**src/rtl/bus_sequencer_if.sv**
```systemverilog
// Bus sequencer handshake and strobe bundle.
// master: the sequencer; slave: requesters and pins.
interface bus_sequencer_if;
  logic IReq;
  logic DReq;
  logic DWr;
  logic nWait;
  logic IAck;
  logic DAck;
  logic BusErr;
  logic Grant;
  logic Busy;
  logic ALE;
  logic nME;
  logic nOE;
  logic nWE;
  logic ENB;
  logic RdStb;

  modport master (
    input  IReq, DReq, DWr, nWait,
    output IAck, DAck, BusErr, Grant, Busy,
    output ALE, nME, nOE, nWE, ENB, RdStb
  );

  modport slave (
    output IReq, DReq, DWr, nWait,
    input  IAck, DAck, BusErr, Grant, Busy,
    input  ALE, nME, nOE, nWE, ENB, RdStb
  );
endinterface

```
**src/rtl/bus_sequencer.sv**
```systemverilog
// External bus cycle sequencer: fetch/data arbitration,
// address/data phases, wait stretching and timeout abort.
module bus_sequencer #(
  parameter int WS      = 1,
  parameter int TIMEOUT = 15,
  parameter int CW      = 4
) (
  input  logic          Clock,
  input  logic          nReset,
  bus_sequencer_if.master bus
);

  typedef enum logic [1:0] {
    S_IDLE,
    S_ADDR,
    S_DATA,
    S_DONE
  } state_t;

  localparam logic [CW-1:0] L_WS  = CW'(WS);
  localparam logic [CW-1:0] L_TO  = CW'(TIMEOUT);
  localparam logic [CW-1:0] L_MAX = '1;

  state_t        r_state;
  logic          r_grant;
  logic          r_dwr;
  logic          r_err;
  logic          r_smp;
  logic [CW-1:0] r_cnt;

  logic          w_smp;
  logic [CW-1:0] w_tc;
  logic [CW-1:0] w_nxt;
  logic          w_addr;
  logic          w_data;
  logic          w_done;

  // Sampling starts once the fixed waits are spent; from then on
  // the counter restarts and holds the nWait-low cycles seen.
  assign w_smp = r_smp | (r_cnt >= L_WS);
  assign w_tc  = (!r_smp && w_smp) ? '0 : r_cnt;
  assign w_nxt = (w_tc == L_MAX) ? L_MAX : w_tc + 1'b1;

  assign w_addr = (r_state == S_ADDR);
  assign w_data = (r_state == S_DATA);
  assign w_done = (r_state == S_DONE);

  // Sequencer state, owner, direction and wait counter.
  always_ff @(posedge Clock) begin
    if (!nReset) begin
      r_state <= S_IDLE;
      r_grant <= 1'b0;
      r_dwr   <= 1'b0;
      r_err   <= 1'b0;
      r_smp   <= 1'b0;
      r_cnt   <= '0;
    end else begin
      unique case (r_state)
        S_IDLE: begin
          if (bus.DReq) begin
            r_grant <= 1'b1;
            r_dwr   <= bus.DWr;
            r_state <= S_ADDR;
          end else if (bus.IReq) begin
            r_grant <= 1'b0;
            r_dwr   <= 1'b0;
            r_state <= S_ADDR;
          end
        end
        S_ADDR: begin
          r_cnt   <= '0;
          r_smp   <= 1'b0;
          r_err   <= 1'b0;
          r_state <= S_DATA;
        end
        S_DATA: begin
          if (!w_smp) begin
            r_cnt <= w_nxt;
          end else if (bus.nWait) begin
            r_state <= S_DONE;
          end else if (w_tc >= L_TO) begin
            r_err   <= 1'b1;
            r_state <= S_DONE;
          end else begin
            r_smp <= 1'b1;
            r_cnt <= w_nxt;
          end
        end
        S_DONE: begin
          if (r_grant && bus.IReq) begin
            r_grant <= 1'b0;
            r_dwr   <= 1'b0;
            r_state <= S_ADDR;
          end else if (!r_grant && bus.DReq) begin
            r_grant <= 1'b1;
            r_dwr   <= bus.DWr;
            r_state <= S_ADDR;
          end else begin
            r_state <= S_IDLE;
          end
        end
        default: r_state <= S_IDLE;
      endcase
    end
  end

  assign bus.ALE    = w_addr;
  assign bus.nME    = !(w_addr || w_data);
  assign bus.nOE    = !(w_data && !r_dwr);
  assign bus.nWE    = !(w_data && r_dwr);
  assign bus.ENB    = w_addr || (w_data && r_dwr);
  assign bus.IAck   = w_done && !r_grant;
  assign bus.DAck   = w_done && r_grant;
  assign bus.BusErr = w_done && r_err;
  assign bus.Grant  = r_grant;
  assign bus.Busy   = (r_state != S_IDLE);
  assign bus.RdStb  = w_data && !r_dwr && w_smp && bus.nWait;

endmodule

```
**src/flat_wrapper.sv**
```systemverilog
// flat-port wrapper written by rule: the top's interface ports become plain ports
module bus_sequencer_flat 
#(
  parameter int WS      = 1,
  parameter int TIMEOUT = 15,
  parameter int CW      = 4
)
  (Clock, nReset, bus_IReq, bus_DReq, bus_DWr, bus_nWait, bus_IAck, bus_DAck, bus_BusErr, bus_Grant, bus_Busy, bus_ALE, bus_nME, bus_nOE, bus_nWE, bus_ENB, bus_RdStb);
  bus_sequencer_if bus_i ();
  input  logic Clock;
  input  logic nReset;
  input wire logic [$bits(bus_i.IReq)-1:0] bus_IReq;
  input wire logic [$bits(bus_i.DReq)-1:0] bus_DReq;
  input wire logic [$bits(bus_i.DWr)-1:0] bus_DWr;
  input wire logic [$bits(bus_i.nWait)-1:0] bus_nWait;
  output wire logic [$bits(bus_i.IAck)-1:0] bus_IAck;
  output wire logic [$bits(bus_i.DAck)-1:0] bus_DAck;
  output wire logic [$bits(bus_i.BusErr)-1:0] bus_BusErr;
  output wire logic [$bits(bus_i.Grant)-1:0] bus_Grant;
  output wire logic [$bits(bus_i.Busy)-1:0] bus_Busy;
  output wire logic [$bits(bus_i.ALE)-1:0] bus_ALE;
  output wire logic [$bits(bus_i.nME)-1:0] bus_nME;
  output wire logic [$bits(bus_i.nOE)-1:0] bus_nOE;
  output wire logic [$bits(bus_i.nWE)-1:0] bus_nWE;
  output wire logic [$bits(bus_i.ENB)-1:0] bus_ENB;
  output wire logic [$bits(bus_i.RdStb)-1:0] bus_RdStb;
  assign bus_i.IReq = bus_IReq;
  assign bus_i.DReq = bus_DReq;
  assign bus_i.DWr = bus_DWr;
  assign bus_i.nWait = bus_nWait;
  assign bus_IAck = bus_i.IAck;
  assign bus_DAck = bus_i.DAck;
  assign bus_BusErr = bus_i.BusErr;
  assign bus_Grant = bus_i.Grant;
  assign bus_Busy = bus_i.Busy;
  assign bus_ALE = bus_i.ALE;
  assign bus_nME = bus_i.nME;
  assign bus_nOE = bus_i.nOE;
  assign bus_nWE = bus_i.nWE;
  assign bus_ENB = bus_i.ENB;
  assign bus_RdStb = bus_i.RdStb;
  bus_sequencer #(.WS(WS), .TIMEOUT(TIMEOUT), .CW(CW)) u_core (.Clock(Clock), .nReset(nReset), .bus(bus_i));
endmodule
```
**config.mk**
```make
export PLATFORM = sky130hd
export DESIGN_NAME = bus_sequencer_flat
export DESIGN_NICKNAME = d
export VERILOG_FILES = /design/src/rtl/bus_sequencer_if.sv /design/src/rtl/bus_sequencer.sv /design/src/flat_wrapper.sv
export SDC_FILE = /design/constraint.sdc
export NUM_CORES = 1
export LEC_CHECK = 0
export CORE_UTILIZATION = 30
export CTS_BUF_LIST = sky130_fd_sc_hd__clkbuf_8
export DETAILED_ROUTE_END_ITERATION = 8
export GPL_TIMING_DRIVEN = 0
export HOLD_SLACK_MARGIN = 0.12
export PLACE_DENSITY_LB_ADDON = 0.3
export SETUP_SLACK_MARGIN = 0.5
export SKIP_CTS_REPAIR_TIMING = 1
export SLEW_MARGIN = 20
export SYNTH_ARGS = -nofsm -noshare
export SYNTH_HDL_FRONTEND = slang
export SYNTH_SLANG_ARGS = --single-unit
export TNS_END_PERCENT = 5
```
**constraint.sdc**
```tcl
create_clock -name Clock -period 4.55 [get_ports Clock]
set_input_delay 0.455 -clock Clock [delete_from_list [all_inputs] [get_ports Clock]]
set_output_delay 0.455 -clock Clock [all_outputs]
set_load 0.02 [all_outputs]
```
==> results.toml, run 1 <==
[floorplan]
core_area_sq_mm = 0.00228
rows = 17
die_h_microns = 51.7
die_area_sq_mm = 0.00268
start_util_pct = 32.6
ios = 17
die_x_microns = 51.7

[synth]
synth_top_area_cell = "dfxtp_1"
synth_cells = 90
syn_avg_cell_area_sq_um = 8.24
synth-seq-area-share_pct = 27.0
synth_area_sq_um = 742
synth_top_area_share_pct = 27.0
yosysWarnings = 0
yosys-top-cells-count = "inv_1, dfxtp_1, nand2_1"
ys.flop_type = "dfxtp_1"
yosysMostFrequentCell = "inv_1"
yosys-top-cells-area = "dfxtp_1, ha_1, inv_1, nand2b_1, nand2_1"
ys_types = 39
synth_seq_cells = 10
async_flop_share_pct = 0
synth_nets = 101
synth_edf_count = 0

[worst_setup_path]
rrSetupSlack_ns = 2.65
crit_path_top_delay_cell = "or4_4"
critical_path_class = "reg -> out"
reg2reg_depth = 7
cp_data_arrival_time_ns = 2.05
cp_cell_sequence = "buf_6 -> or4_4 -> o21ai_4 -> nor3b_1 -> clkdlybuf4s50_1"
cp-end-kind = "output port"
worstPathMaxFanout = 10
startpoint_type = "flop"
cp.required_ns = 4.09
crit_family = "buffers and inverters"
cpPeakStageDelay_ns = 0.56
crit_buf_inv = 2
path_depth = 5

[global_routing]
antenna_found_initial = 0
grt_overflow = 0
grt_max_degree = 11
grt_use_total_pct = 14.9
grt_pass1_wl_mm = 3.01
grt_pass1_vias = 724

[flow_run]
drv_cap = 0

[cells_and_area]
nets = 122
fill_cells = 237
area_growth_pct = 31.9
drive_gt1_share_pct = 13.8
design_area_sq_um = 978
seq_area_sq_um = 200
n_antenna_cell = 0
multi_input_area_sq_um = 484

[sta]
setup_viol = 0
slew_headroom_pct = 73.7
worst_clock_skew_ns = 0.00463
worst_slew_pin_slew_ns = 0.394
fmax_ghz = 0.399
finalCriticalPeriod_ns = 2.51
fin_setup_tns_ns = 0
rsz0062_at_grt = "false"
report.final.slew_viol_count = 0
fin_crit_sh_pct = 55.1
final_hold_viol_count = 0

[cts]
clockBufferDepth = 2
cts_sinks = 10
root_buffer = "clkbuf_8"
clk_pin_slew_ns = 0.04
cts_tree = "yes"
cts.htree.levels = 1
clock_latency_ns = 0.23
cts_buffers = 3

[placement]
place_area_sq_um = 937
hpwl_mm = 1.39
globalplace.congestion = 0.829
place.port_buffers = 16

[min_path]
hold_class = "reg -> reg"
hold_depth = 1

[routing]
route.detailed.drc = 0
dr.pass1.iters = 4
drt-total-wl_mm = 1.69
wire_per_inst_microns = 12.3
vias = 740
viasPerCell = 5.40
drt_iter0_drc = 13
ant_nets = 0

[pwr]
power_density_mw_per_mm2 = 426
ir_drop_mv = 0.202
p_leak_uw = 0.000399
power_uw = 417

[outcome]
status = "completed"
[path summary, 6_finish.rpt]
kind	start	endpoint
worst max-delay path	u_core.r_smp$_SDFFE_PN0P_	bus_RdStb
worst min-delay path	u_core.r_cnt[0]$_SDFFE_PN0P_	u_core.r_cnt[0]$_SDFFE_PN0P_
worst max register to register	u_core.r_smp$_SDFFE_PN0P_	u_core.r_state[0]$_SDFFE_PN0P_
worst min register to register	u_core.r_cnt[0]$_SDFFE_PN0P_	u_core.r_cnt[0]$_SDFFE_PN0P_
[layout make-up]
cell class,count,area share [%]
Buffer,2,1.66
Clock buffer,3,4.22
Inverter,11,4.22
Multi-Input combinational cell,67,49.5
Sequential cell,10,20.5
Tap cell,28,3.58
Timing Repair Buffer,16,16.4
[per-layer routing]
layer  track usage, %  routed length (microns)  vias to the layer above
met2             25.5                      813                       25
met5                0                        0                        -
met1             18.3                      770                      341
li1                 -                        -                      371
met3             2.92                       89                        3
met4             5.41                       16                        0
[logic make-up (layout without fill, tap and decap cells)]
logic type / after synthesis / in the layout / synth area share (%)
adder cells (fa/ha/maj): 5 / 5 / 8.43
AO/OA/AOI/OAI: 26 / 26 / 28.5
flip-flops: 10 / 10 / 27.0
buffers and inverters: 13 / 32 / 7.76
AND/OR/NAND/NOR: 35 / 35 / 26.8
multiplexers: 1 / 1 / 1.52
[cells in the final DEF (no fill, tap or decap), types with 2 or more instances in the layout]
| cell type | netlist | final |
|---|---|---|
| o2bb2ai_1 | 2 | 2 |
| nand2_1 | 6 | 6 |
| dfxtp_1 | 10 | 10 |
| nand2b_1 | 5 | 5 |
| clkdlybuf4s50_1 | 0 | 16 |
| nor3b_1 | 2 | 2 |
| and2_1 | 2 | 2 |
| a21oi_1 | 4 | 4 |
| inv_1 | 11 | 11 |
| clkbuf_8 | 0 | 3 |
| nand3_1 | 4 | 4 |
| ha_1 | 5 | 5 |
| o21ai_0 | 4 | 4 |
| nor3_1 | 3 | 3 |
| nor2_1 | 4 | 4 |
| and2_2 | 2 | 2 |
| o22ai_1 | 2 | 2 |
[per-stage QoR]
stage          util [%]  instances  setup slack [ns]  hold WS (ns)
3_3_place_gp       41.2        134              2.23         0.482
3_5_place_dp       41.2        134              2.23         0.503
4_1_cts            43.0        137              2.03         0.510
5_1_grt            43.0        137              1.96         0.533
6_report           43.0        137              2.04         0.504
2_1_floorplan         -         90              2.79         0.464
[state kept, by name, summed over array words and instances, names as in the netlist]
name              flops
u_core.r_cnt          4
u_core.r_err          1
u_core.bus.Grant      1
u_core.r_dwr          1
u_core.r_smp          1
u_core.r_state        2
[report_power, final]
group          internal (uW)  total (uW)  leakage (uW)  switching, uW
Combinational           98.2         210      0.000296            112
Clock                   57.8        90.9     0.0000216           33.1
Sequential               101         116     0.0000814           15.4
Power figures use the tool's default switching activity.
==> inputs of run 2 (changes only) <==
clock period = 2.05 ns   (was 4.55 ns; I/O delays follow)
==> results.toml, run 2 (synthesis results as in run 1) <==
[outcome]
status = "completed"

[sta]
worst_slew_pin_slew_ns = 0.315
fin_setup_tns_ns = 0
fin_crit_sh_pct = 88.6
fmax_ghz = 0.550
setup_slack_ns = 0.233
report.final.slew_viol_count = 0
rsz0062_at_grt = "true"
setup_viol = 0
final_hold_viol_count = 0
finalCriticalPeriod_ns = 1.82
slew_headroom_pct = 79.0
worst_clock_skew_ns = 0.00337

[cells_and_area]
largest_reg_flops = 4
drive_gt1_share_pct = 19.8
layout_commonest_cell = "inv_1"
final_cell_mix = "inv_1, clkdlybuf4s50_1, dfxtp_1, nand2_1, dlymetal6s2s_1"
nets = 123
area_growth_pct = 41.5
n_antenna_cell = 0
largest-register = "u_core.r_cnt"
top_regs = "u_core.r_cnt (4), u_core.r_state (2)"
design_area_sq_mm = 0.00105

[pwr]
power_uw = 1000
pwr-share-comb_pct = 47.9
switching_share_pct = 38.6
p_int_uw = 615
switchingPower_uw = 386
p_seq_share_pct = 26.8
power_density_mw_per_mm2 = 954
p_leak_uw = 0.000478
ir_drop_mv = 0.512
p_clk_share_pct = 25.3

[floorplan]
core_area_sq_mm = 0.00228
rows = 17
die_x_microns = 51.7
ios = 17
die_h_microns = 51.7
die_area_sq_mm = 0.00268
start_util_pct = 32.6

[worst_setup_path]
cp_cell_sequence = "clkbuf_8 -> or4_4 -> o21ai_4 -> nor3b_1 -> dlymetal6s2s_1"
crit_path_top_delay_cell = "or4_4"
critical_path_class = "reg -> out"
cp.required_ns = 1.85
startpoint_type = "flop"
worstPathMaxFanout = 9
cpPeakStageDelay_ns = 0.51
cp-end-kind = "output port"
cp_data_arrival_time_ns = 1.61

[routing]
drt-total-wl_mm = 1.72
vias = 732
wire_per_inst_microns = 12.4
dr.pass1.iters = 4
viasPerCell = 5.27
ant_nets = 0
drt_iter0_drc = 11
route.detailed.drc = 0

[global_routing]
grt_overflow = 0
antenna_found_initial = 0
grt_max_degree = 11
grt_use_total_pct = 14.3
grt_pass1_wl_mm = 2.81
grt_pass1_vias = 624

[cts]
cts_sinks = 10
clk_pin_slew_ns = 0.05
clockBufferDepth = 2
cts_buffers = 3
cts_tree = "yes"
cts.htree.levels = 1
clock_latency_ns = 0.24
root_buffer = "clkbuf_8"

[flow_run]
drv_cap = 0

[min_path]
hold_class = "reg -> reg"

[placement]
place_ws_ns = 0.0699
place_area_sq_um = 956
place.port_buffers = 16
hpwl_mm = 1.31
globalplace.congestion = 0.855
-- run 2: cell count changes in the layout (fill, tap and decap cells not counted), moves of 2 or more --
cell,change
ha_1,-3
clkdlybuf4s50_1,-6
dlymetal6s2s_1,+6
ha_2,+2
clkbuf_8,+2
-- run 2: worst max-delay path: cells and delay by family (launching register included) --
family,cells,cell delay (ns)
compound gates,1,0.16
flops,1,0.30
simple gates,2,0.57
buf+inv,2,0.34
-- run 2: through the flow --
step | utilization, % | cells | hold WS (ns)
CTS | 44.4 | 138 | 0.496
global route | 46.1 | 139 | 0.519
finish | 46.1 | 139 | 0.496
floorplan | - | 90 | 0.338
global placement | 42.0 | 134 | 0.482
detailed placement | 42.0 | 134 | 0.482
-- run 2: final timing paths --
kind,end,start,depth (start not counted),slack (ns)
worst max register to register,u_core.r_state[0]$_SDFFE_PN0P_,u_core.r_cnt[1]$_SDFFE_PN0P_,6,0.29
worst max-delay path,bus_RdStb,u_core.r_cnt[3]$_SDFFE_PN0P_,5,0.23
worst min-delay path,u_core.r_err$_SDFFE_PN0P_,u_core.r_err$_SDFFE_PN0P_,1,0.50
worst min register to register,u_core.r_err$_SDFFE_PN0P_,u_core.r_err$_SDFFE_PN0P_,1,0.50
-- run 2: power groups by stage --
stage	Combinational, uW	Clock [uW]	Sequential [uW]
6_report	480	254	268
5_1_grt	524	266	273
4_1_cts	484	256	259
3_5_place_dp	479	0	263
3_3_place_gp	473	0	262
2_1_floorplan	303	0	260
-- run 2: area by class of cell --
class	count	area, sq um
Clock buffer	4	55.1
Inverter	11	41.3
Tap cell	28	35.0
Sequential cell	10	201
Fill cell	223	1230
Timing Repair Buffer	17	183
Buffer	2	25.0
Multi-Input combinational cell	67	509
-- run 2: routing by layer --
layer | routed length, microns | GRT usage [%] | part of all wire (%) | vias to the layer above
met1 | 817 | 19.0 | 48 | 343
met4 | 25 | 6.76 | 1.5 | 0
met5 | 0 | 0 | 0 | -
met3 | 72 | 2.63 | 4.2 | 2
li1 | - | - | - | 371
met2 | 802 | 22.1 | 47 | 16
==> inputs of run 3 (changes only) <==
CAP_MARGIN = 10   (was not set)
==> results of run 3 <==
The final DEF is identical to that of run 2; final timing and power are the same.
